File: config.mk
export PLATFORM = sky130hd
export DESIGN_NAME = cpu_bus_arbiter_flat
export DESIGN_NICKNAME = d
export VERILOG_FILES = /design/src/rtl/cpu_bus_arbiter_if.sv /design/src/rtl/cpu_bus_arbiter.sv /design/src/flat_wrapper.sv
export SDC_FILE = /design/constraint.sdc
export NUM_CORES = 1
export LEC_CHECK = 0
export BUFFER_PORTS_ARGS = -buffer_cell sky130_fd_sc_hd__buf_2
export CORE_MARGIN = 4
export CORE_UTILIZATION = 30
export DETAILED_ROUTE_END_ITERATION = 8
export GPL_TIMING_DRIVEN = 0
export HOLD_SLACK_MARGIN = 0.15
export PLACE_DENSITY = 0.56
export SLEW_MARGIN = 20
export SYNTH_ARGS = -nofsm -noshare
export SYNTH_HDL_FRONTEND = slang
export SYNTH_SLANG_ARGS = --single-unit
File: constraint.sdc
create_clock -name clk_i -period 3.5 [get_ports clk_i]
set_input_delay 0.175 -clock clk_i [delete_from_list [all_inputs] [get_ports clk_i]]
set_output_delay 0.175 -clock clk_i [all_outputs]
set_load 0.1 [all_outputs]
File: src/rtl/cpu_bus_arbiter_if.sv
// cpu_bus_arbiter_if: shared CPU register bus seen by two masters and the arbiter.
//   slave  modport : the arbiter's view (takes master requests, drives the bus)
//   master modport : the environment's view (raises requests, supplies bus_data_i)
// Signals: m0/m1 req/we/addr/wdata in, m0/m1 ack/rdata out, bus_addr/data/we/rd out,
//          bus_data_i in, grant_o and busy_o status out.
interface cpu_bus_arbiter_if #(
  parameter int unsigned ADDR_W = 16,
  parameter int unsigned DATA_W = 32
);
  logic              m0_req_i;
  logic              m0_we_i;
  logic [ADDR_W-1:0] m0_addr_i;
  logic [DATA_W-1:0] m0_wdata_i;
  logic              m0_ack_o;
  logic [DATA_W-1:0] m0_rdata_o;

  logic              m1_req_i;
  logic              m1_we_i;
  logic [ADDR_W-1:0] m1_addr_i;
  logic [DATA_W-1:0] m1_wdata_i;
  logic              m1_ack_o;
  logic [DATA_W-1:0] m1_rdata_o;

  logic [ADDR_W-1:0] bus_addr_o;
  logic [DATA_W-1:0] bus_data_o;
  logic              bus_we_o;
  logic              bus_rd_o;
  logic [DATA_W-1:0] bus_data_i;

  logic              grant_o;
  logic              busy_o;

  modport slave (
    input  m0_req_i, m0_we_i, m0_addr_i, m0_wdata_i,
    input  m1_req_i, m1_we_i, m1_addr_i, m1_wdata_i,
    input  bus_data_i,
    output m0_ack_o, m0_rdata_o, m1_ack_o, m1_rdata_o,
    output bus_addr_o, bus_data_o, bus_we_o, bus_rd_o,
    output grant_o, busy_o
  );

  modport master (
    output m0_req_i, m0_we_i, m0_addr_i, m0_wdata_i,
    output m1_req_i, m1_we_i, m1_addr_i, m1_wdata_i,
    output bus_data_i,
    input  m0_ack_o, m0_rdata_o, m1_ack_o, m1_rdata_o,
    input  bus_addr_o, bus_data_o, bus_we_o, bus_rd_o,
    input  grant_o, busy_o
  );
endinterface

File: src/rtl/cpu_bus_arbiter.sv
// cpu_bus_arbiter: serialises single-word read/write transactions from two masters
// onto the shared CPU register bus, with one-cycle strobes, a fixed read latency
// (RD_LATENCY, 1..15) and a one-cycle ack back to the granted master.
// Ports: clk_i, reset_i (async, active-high), bus (cpu_bus_arbiter_if.slave).
// Option: define ARB_ROUND_ROBIN_EN for round-robin arbitration; otherwise master 0
// has fixed priority over master 1.
// All outputs are registered.
module cpu_bus_arbiter #(
  parameter int unsigned ADDR_W     = 16,
  parameter int unsigned DATA_W     = 32,
  parameter int unsigned RD_LATENCY = 1
) (
  input  logic             clk_i,
  input  logic             reset_i,
  cpu_bus_arbiter_if.slave bus
);

  localparam int unsigned CNT_W = 4;

  typedef enum logic [1:0] {
    S_IDLE  = 2'd0,
    S_ISSUE = 2'd1,
    S_WAIT  = 2'd2,
    S_RESP  = 2'd3
  } state_t;

  state_t            state_q, state_d;
  logic [CNT_W-1:0]  cnt_q, cnt_d;

  logic              req_any;
  logic              win;

  logic              we_q, we_d;
  logic [ADDR_W-1:0] addr_q, addr_d;
  logic [DATA_W-1:0] data_q, data_d;
  logic              bus_we_q, bus_we_d;
  logic              bus_rd_q, bus_rd_d;
  logic              grant_q, grant_d;
  logic              busy_q, busy_d;
  logic              ack0_q, ack0_d;
  logic              ack1_q, ack1_d;
  logic [DATA_W-1:0] rdata0_q, rdata0_d;
  logic [DATA_W-1:0] rdata1_q, rdata1_d;

  assign req_any = bus.m0_req_i | bus.m1_req_i;

`ifdef ARB_ROUND_ROBIN_EN
  // Last winner; resets to 1 so master 0 is preferred first.
  logic last_q;

  always_comb win = (bus.m0_req_i && bus.m1_req_i) ? ~last_q : bus.m1_req_i;

  always_ff @(posedge clk_i or posedge reset_i) begin
    if (reset_i)                          last_q <= 1'b1;
    else if (state_q == S_IDLE && req_any) last_q <= win;
  end
`else
  // Fixed priority: master 1 wins only when master 0 is not requesting.
  always_comb win = ~bus.m0_req_i;
`endif

  // State register.
  always_ff @(posedge clk_i or posedge reset_i) begin
    if (reset_i) begin
      state_q <= S_IDLE;
      cnt_q   <= '0;
    end else begin
      state_q <= state_d;
      cnt_q   <= cnt_d;
    end
  end

  // Next-state logic.
  always_comb begin
    state_d = state_q;
    cnt_d   = cnt_q;
    case (state_q)
      S_IDLE:  if (req_any) state_d = S_ISSUE;
      S_ISSUE: begin
        if (we_q) begin
          state_d = S_RESP;
        end else begin
          state_d = S_WAIT;
          cnt_d   = CNT_W'(RD_LATENCY - 1);
        end
      end
      S_WAIT: begin
        if (cnt_q == '0) state_d = S_RESP;
        else             cnt_d   = cnt_q - CNT_W'(1);
      end
      S_RESP:  state_d = S_IDLE;
      default: state_d = S_IDLE;
    endcase
  end

  // Output next values; strobes/acks are set one cycle ahead of their state.
  always_comb begin
    we_d     = we_q;
    addr_d   = addr_q;
    data_d   = data_q;
    grant_d  = grant_q;
    rdata0_d = rdata0_q;
    rdata1_d = rdata1_q;
    bus_we_d = 1'b0;
    bus_rd_d = 1'b0;
    ack0_d   = 1'b0;
    ack1_d   = 1'b0;
    busy_d   = (state_d != S_IDLE);
    case (state_q)
      S_IDLE: begin
        if (req_any) begin
          grant_d  = win;
          we_d     = win ? bus.m1_we_i    : bus.m0_we_i;
          addr_d   = win ? bus.m1_addr_i  : bus.m0_addr_i;
          data_d   = win ? bus.m1_wdata_i : bus.m0_wdata_i;
          bus_we_d = we_d;
          bus_rd_d = ~we_d;
        end
      end
      S_ISSUE: begin
        if (we_q) begin
          ack0_d = ~grant_q;
          ack1_d = grant_q;
        end
      end
      S_WAIT: begin
        // Last latency cycle: read mux output is valid now.
        if (cnt_q == '0) begin
          ack0_d = ~grant_q;
          ack1_d = grant_q;
          if (grant_q) rdata1_d = bus.bus_data_i;
          else         rdata0_d = bus.bus_data_i;
        end
      end
      default: ;
    endcase
  end

  // Output registers; reset clears strobes and acks immediately.
  always_ff @(posedge clk_i or posedge reset_i) begin
    if (reset_i) begin
      we_q     <= 1'b0;
      addr_q   <= '0;
      data_q   <= '0;
      grant_q  <= 1'b0;
      rdata0_q <= '0;
      rdata1_q <= '0;
      bus_we_q <= 1'b0;
      bus_rd_q <= 1'b0;
      ack0_q   <= 1'b0;
      ack1_q   <= 1'b0;
      busy_q   <= 1'b0;
    end else begin
      we_q     <= we_d;
      addr_q   <= addr_d;
      data_q   <= data_d;
      grant_q  <= grant_d;
      rdata0_q <= rdata0_d;
      rdata1_q <= rdata1_d;
      bus_we_q <= bus_we_d;
      bus_rd_q <= bus_rd_d;
      ack0_q   <= ack0_d;
      ack1_q   <= ack1_d;
      busy_q   <= busy_d;
    end
  end

  assign bus.bus_addr_o = addr_q;
  assign bus.bus_data_o = data_q;
  assign bus.bus_we_o   = bus_we_q;
  assign bus.bus_rd_o   = bus_rd_q;
  assign bus.grant_o    = grant_q;
  assign bus.busy_o     = busy_q;
  assign bus.m0_ack_o   = ack0_q;
  assign bus.m1_ack_o   = ack1_q;
  assign bus.m0_rdata_o = rdata0_q;
  assign bus.m1_rdata_o = rdata1_q;

endmodule
File: src/flat_wrapper.sv
// flat-port wrapper written by rule: the top's interface ports become plain ports
module cpu_bus_arbiter_flat 
#(
  parameter int unsigned ADDR_W     = 16,
  parameter int unsigned DATA_W     = 32,
  parameter int unsigned RD_LATENCY = 1
)
  (clk_i, reset_i, bus_m0_req_i, bus_m0_we_i, bus_m0_addr_i, bus_m0_wdata_i, bus_m1_req_i, bus_m1_we_i, bus_m1_addr_i, bus_m1_wdata_i, bus_bus_data_i, bus_m0_ack_o, bus_m0_rdata_o, bus_m1_ack_o, bus_m1_rdata_o, bus_bus_addr_o, bus_bus_data_o, bus_bus_we_o, bus_bus_rd_o, bus_grant_o, bus_busy_o);
  cpu_bus_arbiter_if #(.ADDR_W(ADDR_W), .DATA_W(DATA_W)) bus_i ();
  input  logic clk_i;
  input  logic reset_i;
  input wire logic [$bits(bus_i.m0_req_i)-1:0] bus_m0_req_i;
  input wire logic [$bits(bus_i.m0_we_i)-1:0] bus_m0_we_i;
  input wire logic [$bits(bus_i.m0_addr_i)-1:0] bus_m0_addr_i;
  input wire logic [$bits(bus_i.m0_wdata_i)-1:0] bus_m0_wdata_i;
  input wire logic [$bits(bus_i.m1_req_i)-1:0] bus_m1_req_i;
  input wire logic [$bits(bus_i.m1_we_i)-1:0] bus_m1_we_i;
  input wire logic [$bits(bus_i.m1_addr_i)-1:0] bus_m1_addr_i;
  input wire logic [$bits(bus_i.m1_wdata_i)-1:0] bus_m1_wdata_i;
  input wire logic [$bits(bus_i.bus_data_i)-1:0] bus_bus_data_i;
  output wire logic [$bits(bus_i.m0_ack_o)-1:0] bus_m0_ack_o;
  output wire logic [$bits(bus_i.m0_rdata_o)-1:0] bus_m0_rdata_o;
  output wire logic [$bits(bus_i.m1_ack_o)-1:0] bus_m1_ack_o;
  output wire logic [$bits(bus_i.m1_rdata_o)-1:0] bus_m1_rdata_o;
  output wire logic [$bits(bus_i.bus_addr_o)-1:0] bus_bus_addr_o;
  output wire logic [$bits(bus_i.bus_data_o)-1:0] bus_bus_data_o;
  output wire logic [$bits(bus_i.bus_we_o)-1:0] bus_bus_we_o;
  output wire logic [$bits(bus_i.bus_rd_o)-1:0] bus_bus_rd_o;
  output wire logic [$bits(bus_i.grant_o)-1:0] bus_grant_o;
  output wire logic [$bits(bus_i.busy_o)-1:0] bus_busy_o;
  assign bus_i.m0_req_i = bus_m0_req_i;
  assign bus_i.m0_we_i = bus_m0_we_i;
  assign bus_i.m0_addr_i = bus_m0_addr_i;
  assign bus_i.m0_wdata_i = bus_m0_wdata_i;
  assign bus_i.m1_req_i = bus_m1_req_i;
  assign bus_i.m1_we_i = bus_m1_we_i;
  assign bus_i.m1_addr_i = bus_m1_addr_i;
  assign bus_i.m1_wdata_i = bus_m1_wdata_i;
  assign bus_i.bus_data_i = bus_bus_data_i;
  assign bus_m0_ack_o = bus_i.m0_ack_o;
  assign bus_m0_rdata_o = bus_i.m0_rdata_o;
  assign bus_m1_ack_o = bus_i.m1_ack_o;
  assign bus_m1_rdata_o = bus_i.m1_rdata_o;
  assign bus_bus_addr_o = bus_i.bus_addr_o;
  assign bus_bus_data_o = bus_i.bus_data_o;
  assign bus_bus_we_o = bus_i.bus_we_o;
  assign bus_bus_rd_o = bus_i.bus_rd_o;
  assign bus_grant_o = bus_i.grant_o;
  assign bus_busy_o = bus_i.busy_o;
  cpu_bus_arbiter #(.ADDR_W(ADDR_W), .DATA_W(DATA_W), .RD_LATENCY(RD_LATENCY)) u_core (.clk_i(clk_i), .reset_i(reset_i), .bus(bus_i));
endmodule
=== After elaboration in Yosys (flattened, before gate mapping) ===
Index checks and enable logic that the tools add are counted.

* Bits in registers: 125
* Input bits: 134
* Word-level logic and storage cells: 51

* Add/sub/neg operators: 1
* Eq/ne operators: 5
* Muxes and demuxes: 20
* Bitwise logic cells: 4
* Reduce and logical (&&, ||, !) cells: 8

{| class="wikitable"
|+ Operators by type and width
! operator !! count
|-
| 2-to-1 mux 32 bit || 1
|-
| 2-to-1 mux 16 bit || 1
|-
| 2-to-1 mux 1 bit || 10
|-
| AND reduction 3 bit || 3
|-
| 2-to-1 mux 4 bit || 2
|-
| one-hot mux 2 bit (4 select lines) || 1
|-
| one-hot mux 4 bit (2 select lines) || 1
|-
| == test 2 bit (second input constant) || 2
|-
| logical NOT 4 bit || 1
|-
| 2-to-1 mux 2 bit || 2
|-
| inequality test 2 bit (second input constant) || 2
|-
| one-hot mux 1 bit (2 select lines) || 2
|-
| nonzero test 2 bit || 2
|-
| subtractor 4 x 1 -> 4 bit (second input constant) || 1
|-
| inverter 1 bit || 3
|-
| == test 2 x 1 -> 1 bit (second input constant) || 1
|-
| logical NOT 2 bit || 1
|-
| AND reduction 2 bit || 1
|-
| bitwise OR 1 bit || 1
|}

=== Longest topological paths before layout ===
* Depth after elaboration: 4
* Gate-level depth with buffers: 7

=== Worst setup path before layout ===
OpenSTA, ideal clock, no wires.

* Kind: register -> register
* Start point: register u_core.grant_q (netlist: u_core.bus.grant_o)
* End point: register u_core.rdata0_q[0] (netlist: u_core.bus.m0_rdata_o[0])
* Setup time: 0.128 ns
* Arrival time: 1.682 ns
* Setup slack: 1.690 ns
* Cell stages (with the launch flop): 4
* Buffers on the path: 1
* Cell sequence: dfrtp_1 -> nor2_2 -> buf_4 -> mux2_1

* Longest elaborated chain between the ends: 2

{| class="wikitable"
|+ RTL lines
! item !! RTL line !! text
|-
| from (decl) || cpu_bus_arbiter.sv:38 || <nowiki>logic grant_q, grant_d;</nowiki>
|-
| from (signal assigned) || cpu_bus_arbiter.sv:157 || <nowiki>grant_q <= grant_d;</nowiki>
|-
| inverter 1 bit || - ||
|-
| AND reduction 3 bit (no line) || - ||
|-
| to (signal assigned) || cpu_bus_arbiter.sv:158 || <nowiki>rdata0_q <= rdata0_d;</nowiki>
|-
| to (decl) || cpu_bus_arbiter.sv:42 || <nowiki>logic [DATA_W-1:0] rdata0_q, rdata0_d;</nowiki>
|}

No other way between the ends.
A chain may end at the register's enable or synchronous reset.

=== Worst setup path in the final report ===
* Start point: register u_core.state_q[0]
* End point: register u_core.rdata0_q[27] (netlist: u_core.bus.m0_rdata_o[27])

* Longest elaborated chain between the ends: 2

{| class="wikitable"
|+ RTL lines
! item !! RTL line !! text
|-
| from (decl) || cpu_bus_arbiter.sv:27 || <nowiki>state_t state_q, state_d;</nowiki>
|-
| from (signal assigned) || cpu_bus_arbiter.sv:68 || <nowiki>state_q <= state_d;</nowiki>
|-
| == test 2 bit || cpu_bus_arbiter.sv:109 || <nowiki>case (state_q)</nowiki>
|-
| AND reduction 3 bit (no line) || - ||
|}

No other way between the ends.

==> flow_metrics.py <==
metrics = {
    "outcome": {
        "status": "finished, final reports clean",
    },
    "logic_synthesis": {
        "yosysMostFrequentCell": "dfrtp_1",
        "synth_ff_type": "dfrtp_1",
        "synth_mux_area_frac": 0.249,
        "ys_warn_count": 0,
        "synth_compound_area_frac": 0.0605,
        "synth-seq-area-share": 0.588,
        "synth-xor-area-share": 0,
        "avgSynthCellArea_sq_um": 13.2,
        "synth_area_leader_cell": "dfrtp_1",
        "synthTopCellsByCount": "125 x dfrtp_1, 57 x o21ai_0, 51 x nand2_1",
        "syn_area_sq_um": 5320,
        "ys_top_cells_by_area": "dfrtp_1 59%, mux2i_1 9.2%, mux2_4 8.5%, mux2_1 6.8%, o21ai_0 5.4%",
        "synth_cell_types": 29,
        "synth-edff-count": 0,
        "synthCells": 404,
        "synthArstFlopShare": 1.00,
        "synth_nets": 542,
        "synth_adder_area_share": 0.00941,
        "ys_ff_latch": 125,
        "synth_top_family_by_area": "multiplexers",
        "synth_top_area_frac": 0.588,
        "yosys.area_share.simple": 0.0614,
    },
    "grt": {
        "grt_max_degree": 35,
        "grt.total_usage": 0.174,
        "grt_pass1_wl_um": 27400,
        "grt_pass1_vias": 5378,
        "grt_overflow": 0,
        "antenna_found_initial": 0,
    },
    "route": {
        "met1Wirelength_um": 6610,
        "routed-wl-met2_um": 8150,
        "ant_nets": 0,
        "route.detailed.drc": 0,
        "wl_met3_um": 1770,
        "dr.pass1.iters": 4,
        "drt_iter0_markers": 106,
        "vias": 4798,
        "routed.top_layer": "met4",
        "vias_per_cell": 4.59,
        "drt_wl_total_um": 17100,
        "routedWlPerCell_um": 16.4,
    },
    "critical_path": {
        "endpoint_kind": "flip-flop",
        "r2r_slack_ns": 1.49,
        "required_ns": 3.79,
        "r2r_cells": 6,
        "reg2reg_from": "u_core.state_q[0]",
        "worstPathMaxFanout": 10,
        "cp.buffers_inverters": 2,
        "cp_cell_sequence": "inv_1 > ha_1 > nand4bb_2 > nor2_2 > buf_4 > mux2_1",
        "critical_path_class": "reg2reg",
        "crit_family": "simple AND/OR/NAND/NOR gates",
        "slowest_stage": "dfrtp_1",
        "r2r_end": "u_core.bus.m0_rdata_o[27]",
        "cp.arrival_ns": 2.30,
        "cpPeakStageDelay_ns": 0.39,
        "startpoint_type": "flip-flop",
    },
    "cells_and_area": {
        "multi_input_area_sq_um": 2020,
        "drive_gt1_frac": 0.417,
        "n_antenna_cell": 0,
        "ff_latch_area_sq_um": 3130,
        "fill_cells": 1504,
        "areaGrowthSynthToFinish_pct": 66.9,
        "final_nets": 946,
    },
    "clocking": {
        "cts_root_buf": "clkbuf_16",
        "cts_sinks": 125,
        "cts-buffers-inserted": 17,
        "cts_tree": "built",
        "path_clk_slew_ns": 0.06,
        "htree_levels": 4,
        "ctsLongestPathBuffers": 2,
        "insertion_delay_ns": 0.42,
        "post_cts_resized": 0,
    },
    "timing": {
        "period_share": 0.574,
        "clock.fmax_mhz": 498,
        "worst_pin_slew_ns": 0.526,
        "drv_slew": 0,
        "fin_setup_tns_ns": 0,
        "layout_min_cycle_time_ns": 2.01,
        "clock_skew_ns": 0.0178,
        "slew_headroom": 0.652,
        "setup_viol": 0,
        "rsz0062_at_grt": "false",
        "hold_viol_final": 0,
    },
    "flow_run": {
        "drv_cap": 0,
    },
    "floorplanning": {
        "core-area_sq_um": 17400,
        "die_height_um": 141,
        "initial_core_util": 0.306,
        "io_pins": 252,
        "floorplan.rows": 48,
        "die_x_um": 141,
        "dieArea_sq_um": 19900,
    },
    "placed_design": {
        "dpl.hpwl_um": 12300,
        "place.gp.congestion": 0.847,
        "io_buffer_count": 250,
    },
    "worst_hold_path": {
        "min_path_type": "in2async",
    },
}
-- per-layer routing --
metal	vias to the layer above	track usage
met5	-	0
met4	0	0.0775
met3	41	0.0733
met2	247	0.290
met1	2296	0.194
li1	2214	-
-- worst reg2reg max path, cell delays in order (launching register included) --
cell,delay (ns)
dfrtp_1,0.39
inv_1,0.08
ha_1,0.34
nand4bb_2,0.23
nor2_2,0.26
buf_4,0.26
mux2_1,0.35
-- worst max-delay path by stage --
stage	from	to	slack, ns	cells after the start
after floorplan	u_core.bus.grant_o	u_core.bus.m0_rdata_o[0]	1.69	3
after global placement	reset_i	u_core.bus.m1_rdata_o[0]	0.97	2
after detailed placement	u_core.state_q[0]	u_core.bus.m0_rdata_o[27]	1.48	6
after CTS	u_core.state_q[0]	u_core.bus.m0_rdata_o[27]	1.47	6
after global routing	u_core.state_q[0]	u_core.bus.m0_rdata_o[27]	1.31	6
final	u_core.state_q[0]	u_core.bus.m0_rdata_o[27]	1.49	6
-- area by class of cell --
cell class / count / share of cell area
inverters: 7 / 0.00338
repair buffers: 385 / 0.298
well taps: 225 / 0.0317
flip-flops and latches: 125 / 0.352
clock buffers: 19 / 0.0499
multi-input cells: 249 / 0.228
plain buffers: 23 / 0.0159
clock inverters: 13 / 0.0210
-- timing repair --
item,in CTS,in global routing
hold buffers,131,0
hold endpoints to repair,149,0
buffers inserted,0,0
-- cells by family (layout without fill, tap and decap cells) --
| family | count (synthesis) | in the layout |
|---|---|---|
| adders and majority gates | 4 | 4 |
| DFF | 125 | 125 |
| buffers and inverters | 30 | 447 |
| and+or+nand+nor | 70 | 70 |
| AOI/OAI and AO/OA | 62 | 62 |
| muxes | 113 | 113 |
-- cell usage in the layout, fill, tap and decap left out, drive strengths merged --
cell and instances:
dfrtp 125, o21ai 58, ha 4, and4bb 1
nor2 4, clkinvlp 2, nand4b 1, a21o 1
inv 9, nor2b 3, bufinv 4, or3 1
mux2i 49, clkinv 5, o311ai 1, buf 273
mux2 64, a21bo 1, clkbuf 23, nand4 1
nand2 52, a21oi 1, nand4bb 1, nand3 3
nand2b 3, dlygate4sd3 131
-- sequential cells by signal (all words and copies together), names as in the netlist --
name,flops
u_core.bus.m0_ack_o,1
u_core.state_q,2
u_core.cnt_q,4
u_core.bus.m1_ack_o,1
u_core.bus.bus_rd_o,1
u_core.bus.grant_o,1
u_core.we_q,1
u_core.bus.busy_o,1
u_core.bus.bus_we_o,1
u_core.bus.bus_data_o,32
u_core.bus.bus_addr_o,16
u_core.bus.m0_rdata_o,32
u_core.bus.m1_rdata_o,32
-- metrics by stage --
step,hold slack [ns],setup slack (ns),cells,util,instance area [sq um]
finish,0.293,1.49,1046,0.511,8870
global route,0.311,1.31,1046,0.511,8870
CTS,0.281,1.47,1046,0.511,8870
floorplan,0.307,1.69,404,-,5320
detailed placement,0.178,1.48,883,0.400,6930
global placement,0.401,0.967,879,0.395,6850
Power is left out: the tool's default activity adds up to more than one toggle a clock period on the data nets, which glitch-free logic cannot reach.
